$ cat src/rtl/parallel_load_fifo.sv
// parallel_load_fifo: parallel-in, serial-out word FIFO.
// A WIDTH*DEPTH-bit load is replayed as DEPTH words of WIDTH bits, one per
// accepted output beat. By default the most significant word leaves first.
// Optional macro PARALLEL_LOAD_LSW_FIRST_EN: emit the least significant word first.
//
// Handshake (both sides): a transfer happens on a rising edge where valid and
// ready are both high; valid never depends on ready and, once raised, is held
// with stable data until that transfer. load_ready alone looks at out_ready
// combinationally so a new load can be captured on the edge that drains the
// final word, giving back-to-back bursts without a bubble.
module parallel_load_fifo #(
    parameter int WIDTH = 1,
    parameter int DEPTH = 1
) (
    input  logic                   clk,
    input  logic                   rst,
    input  logic                   load_valid,
    output logic                   load_ready,
    input  logic [WIDTH*DEPTH-1:0] load_data,
    output logic                   out_valid,
    input  logic                   out_ready,
    output logic [WIDTH-1:0]       outp,
    output logic                   out_last
);
    localparam int TW = WIDTH * DEPTH;
    localparam int CW = ($clog2(DEPTH + 1) > 1) ? $clog2(DEPTH + 1) : 1;
    localparam logic [CW-1:0] FULL = CW'(DEPTH);
    localparam logic [CW-1:0] ONE  = CW'(1);

    typedef enum logic {
        EMPTY = 1'b0,
        SHIFT = 1'b1
    } state_t;

    state_t        state, state_n;
    logic [CW-1:0] count, count_n;
    logic [TW-1:0] shreg, shreg_n;
    logic [TW-1:0] load_words;
    logic          load_fire;
    logic          out_fire;

`ifdef PARALLEL_LOAD_LSW_FIRST_EN
    // Reverse the word order so the least significant word sits at the head.
    always_comb begin
        load_words = '0;
        for (int i = 0; i < DEPTH; i++) begin
            load_words[WIDTH*(DEPTH-1-i) +: WIDTH] = load_data[WIDTH*i +: WIDTH];
        end
    end
`else
    assign load_words = load_data;
`endif

    assign out_valid  = (state == SHIFT);
    assign out_last   = out_valid && (count == ONE);
    assign outp       = shreg[TW-1 -: WIDTH];
    assign out_fire   = out_valid && out_ready;
    assign load_ready = (state == EMPTY) || (out_fire && (count == ONE));
    assign load_fire  = load_valid && load_ready;

    // Next-state logic: a load (re)fills the register; otherwise a beat shifts it.
    always_comb begin
        state_n = state;
        count_n = count;
        shreg_n = shreg;
        if (load_fire) begin
            state_n = SHIFT;
            count_n = FULL;
            shreg_n = load_words;
        end else if (out_fire) begin
            shreg_n = shreg << WIDTH;
            count_n = count - ONE;
            if (count == ONE) begin
                state_n = EMPTY;
            end
        end
    end

    // State, count and word register, cleared asynchronously.
    always_ff @(posedge clk or negedge rst) begin
        if (!rst) begin
            state <= EMPTY;
            count <= '0;
            shreg <= '0;
        end else begin
            state <= state_n;
            count <= count_n;
            shreg <= shreg_n;
        end
    end
endmodule

$ cat config.mk
export PLATFORM = sky130hd
export DESIGN_NAME = parallel_load_fifo
export DESIGN_NICKNAME = d
export VERILOG_FILES = /design/src/rtl/parallel_load_fifo.sv
export SDC_FILE = /design/constraint.sdc
export NUM_CORES = 1
export LEC_CHECK = 0
export ABC_CLOCK_PERIOD_IN_PS = 1200
export CORE_AREA = 2 2 39 41
export CTS_CLUSTER_DIAMETER = 50
export CTS_CLUSTER_SIZE = 40
export DETAILED_ROUTE_END_ITERATION = 6
export DIE_AREA = 0 0 41 43
export SYNTH_ARGS = -nofsm -noshare
export SYNTH_HDL_FRONTEND = slang
export SYNTH_SLANG_ARGS = --single-unit
$ cat constraint.sdc
create_clock -name clk -period 1.2 [get_ports clk]
set_input_delay 0.18 -clock clk [delete_from_list [all_inputs] [get_ports clk]]
set_output_delay 0.18 -clock clk [all_outputs]
set_load 0.02 [all_outputs]
Yosys cells after proc, flatten, opt, wreduce, memory -nomap -nowiden
Index checks and enable logic that the tools add are counted.

operators by class
  reductions and logical operators = 8
  divide/modulo/power cells = 0
  multiply operators = 0
  shifts and indexed selects = 0
  add/subtract/negate cells = 1
  muxes and demuxes = 7
  equal/unequal tests = 0
  magnitude comparators = 0
  bitwise logic cells = 1

operators with widths
  operator                                  count
  2-to-1 mux 1 bit                          7
  logical AND 1 bit                         4
  nonzero test 2 bit                        2
  AND reduction 2 bit                       1
  logical OR 1 bit                          1
  NOT 1 bit                                 1
  subtractor 1 bit (second input constant)  1

word-level totals
  logic and storage cells = 20
  register bits after elaboration = 3
  input port bits = 5
  ROM bits = 0
  bits in latches = 0
  memories kept = 0
  memory bits (writable) = 0

Depth between registers and ports, before layout
  depth in word-level cells = 6
  gate-level depth with buffers = 2
  depth with buffers taken out = 2

Worst setup path before layout
OpenSTA, ideal clock, no wires.

  path type = register to register
  from = register state, in the netlist out_valid
  to = register count
  arrival time = 1023 ps
  data required time = 1074 ps
  stages on the path, launching flop included = 3
  library setup time = 126 ps
  slack = 51 ps
  cells stage by stage = dfrtp_1 -> mux2_1 -> o32a_1

between the ends
  word-level cells in the longest chain between the ends = 5
  elaborated cells on any way between the ends = 7

RTL lines
  item                                                    RTL line  source
  start, declared                                         35        state_t state, state_n;
  start signal, assigned                                  86        state <= state_n;
  logical AND 1 bit                                       57        assign out_fire = out_valid && out_ready;
  logical AND 1 bit                                       58        assign load_ready = (state == EMPTY) || (out_fire && (count == ONE));
  logical OR 1 bit                                        58
  logical AND 1 bit                                       59        assign load_fire = load_valid && load_ready;
  2-to-1 mux 1 bit or nonzero test 2 bit (tied branches)  --
  end signal, assigned                                    87        count <= count_n;
  end, declared                                           36        logic [CW-1:0] count, count_n;

Parallel ways exist; a longest one is shown, timed or not.
A chain may end at the register's enable or synchronous reset.

Worst setup path in the final report
  from = register state, in the netlist out_valid
  to = output port out_last

between the ends
  word-level cells in the longest chain between the ends = 1

RTL lines
  item               RTL line  source
  logical AND 1 bit  55        assign out_last = out_valid && (count == ONE);
  end, declared      23        output logic out_last

Every way passes these cells.

==> results.json <==
{
  "synthToLayoutAreaGrowth_pct": 99.2,
  "num_vias": 158,
  "worst_slack_ns": 0.0420,
  "fmax_ghz": 0.864,
  "syn_area_per_cell_um2": 10.9,
  "rows": 14,
  "worst_ep_arrival_time_ns": 0.98,
  "final.period_utilization_pct": 96.5,
  "run_status": "finished clean",
  "cts_hold_buf": 0,
  "clkLatencyLatePin_ns": 0.23,
  "netlist_area_um2": 153,
  "drive_gt1_share_pct": 40.0,
  "port_buffers": 8,
  "synthCells": 14,
  "synth_seq_cells": 3,
  "cts_buffers": 3,
  "powerDensity_nw_per_um2": 1410,
  "critPathRequiredTime_ns": 1.02,
  "slew_headroom_pct": 86.9,
  "leakagePower_nw": 0.145,
  "grt_max_degree": 6,
  "antenna_found_initial": 0,
  "rrSetupSlack_ns": 0.07,
  "htreeDepth": 1,
  "drc_errors": 0,
  "hp-class": "in2async",
  "clk_pin_slew_worst_paths_ns": 0.04,
  "worst-setup-path-type": "reg2out",
  "routed_via_density": 3.43,
  "multiInputGateArea_um2": 77.6,
  "gr-usage-all-layers_pct": 6.04,
  "ys_top_cells_by_area": "dfrtp_1, mux2_1, nand2_1, mux2i_1, o32a_1",
  "whs_ns": 0.130,
  "netlist_top_cells_count": "dfrtp_1, nand2_1",
  "grt_pass1_wl_um": 641,
  "peakVddDrop_v": 0.000545,
  "synth_ff_type": "dfrtp_1",
  "ys_seq_area_share_pct": 49.2,
  "tightest_slew_ns": 0.196,
  "first_iter_violations": 6,
  "insertedDiodeCount": 0,
  "gp_congestion": 0.581,
  "rr_startpoint": "out_valid",
  "cts-root-buf": "clkbuf_4",
  "synth_edf_count": 0,
  "hold_viol": 0,
  "cts.path.max_buffers": 2,
  "pre_cts_slack_ns": -0.366,
  "die_x_um": 41,
  "cts_tree": "done",
  "wire_per_inst_um": 7.91,
  "core_area_um2": 1380,
  "skew_ns": 0.00100,
  "num_io_pins": 9,
  "maxCapViolCount": 0,
  "syn_nets": 19,
  "grt_pass1_vias": 167,
  "synth_cell_types": 10,
  "netlist.area_leader.share_pct": 49.2,
  "nets": 36,
  "cp_max_fo": 4,
  "setup_viol": 0,
  "die-area_um2": 1760,
  "ant_nets": 0,
  "start_kind": "register",
  "final-seq-area_um2": 75.1,
  "ys_warn_count": 0,
  "timing.rr.end": "count",
  "async_reset_ff_share_pct": 100,
  "end_kind": "primary output",
  "crit_end": "out_last",
  "wl_um": 364,
  "r2r_cells": 3,
  "cts_setup_buffers": 0,
  "finalCriticalPeriod_ns": 1.16,
  "fp.dieH_um": 43,
  "grt_overflow": 0,
  "n_fill_cell": 157,
  "synth_top_area_cell": "dfrtp_1",
  "start_util_pct": 11.0,
  "first_pass_iters": 2,
  "startpoint": "out_valid",
  "cts_sinks": 3,
  "timing.final.max_slew_violations": 0,
  "rsz0062_at_grt": "true"
}
==> final cells by class <==
type | instances | area share (%)
timing repair buffer | 12 | 33.3
multi-input combinational | 10 | 25.5
sequential | 3 | 24.7
clock buffer | 4 | 8.64
tap | 16 | 6.58
inverter | 1 | 1.23
==> logic make-up (layout without fill, tap and decap cells) <==
group | Yosys count | count (layout) | share of synthesized area (%)
buffers and inverters | 1 | 17 | 2.46
AND/OR/NAND/NOR | 5 | 5 | 16.4
multiplexers | 2 | 2 | 13.9
flip-flops | 3 | 3 | 49.2
AO/OA/AOI/OAI | 3 | 3 | 18.0
==> layout by cell type, fill, tap and decap left out <==
cell / netlist / final
nand4_1: 1 / 1
clkbuf_1: 0 / 1
a21o_2: 1 / 1
mux2_4: 0 / 1
o221ai_1: 1 / 1
buf_6: 0 / 1
clkbuf_4: 0 / 3
dlygate4sd2_1: 0 / 2
clkdlybuf4s50_1: 0 / 4
mux2i_1: 1 / 1
buf_4: 0 / 3
dfrtp_1: 3 / 3
and2_2: 1 / 1
buf_2: 0 / 2
inv_1: 1 / 1
o32a_1: 1 / 1
nand2_1: 3 / 3
==> layer usage <==
metal / global-route usage, % / routed length [µm] / part of all wire (%) / vias up
li1: - / - / - / 86
met1: 7.79 / 177 / 49 / 64
met2: 5.31 / 128 / 35 / 8
met3: 5.24 / 58 / 16 / 0
met4: 6.00 / 0 / 0 / 0
met5: 0 / 0 / 0 / -
==> worst min-delay path by stage <==
| stage | from | end | slack [ns] | depth (start not counted) |
|---|---|---|---|---|
| floorplan | rst | count | -0.12 | 0 |
| global placement | rst | count | 0.37 | 1 |
| detailed placement | rst | count | 0.37 | 1 |
| CTS | rst | out_valid | 0.12 | 1 |
| global route | rst | count | 0.12 | 1 |
| finish | rst | out_valid | 0.13 | 1 |
==> metrics by stage <==
| step | TNS, ns | cell area (µm²) | std cells | util (%) | power [mW] |
|---|---|---|---|---|---|
| after floorplan | 0 | 153 | 14 | - | 0.188 |
| after global placement | -0.623 | 283 | 42 | 20.4 | 0.270 |
| after detailed placement | -0.630 | 283 | 42 | 20.4 | 0.272 |
| after CTS | 0 | 297 | 46 | 21.4 | 0.436 |
| after global routing | -0.0131 | 304 | 46 | 22.0 | 0.470 |
| final | 0 | 304 | 46 | 22.0 | 0.430 |
==> timing repair <==
item	in CTS	in global routing
pin swaps	0	0
hold endpoints to repair	0	0
setup endpoints to repair	4	1
resized for setup	10	2
==> power breakdown <==
group	switching [mW]	internal (mW)
clock	0.0483	0.124
combinational	0.0600	0.0704
sequential	0.0109	0.116
total	0.119	0.310
==> critical path: stages (launching register included) <==
cell	delay, ns
dfrtp_1	0.40
and2_2	0.20
buf_2	0.15
==> flip-flops by register name, summed over array words and instances (netlist names) <==
register   count
outp           1
count          1
out_valid      1
Note: power is estimated with default switching activity, not from simulation.
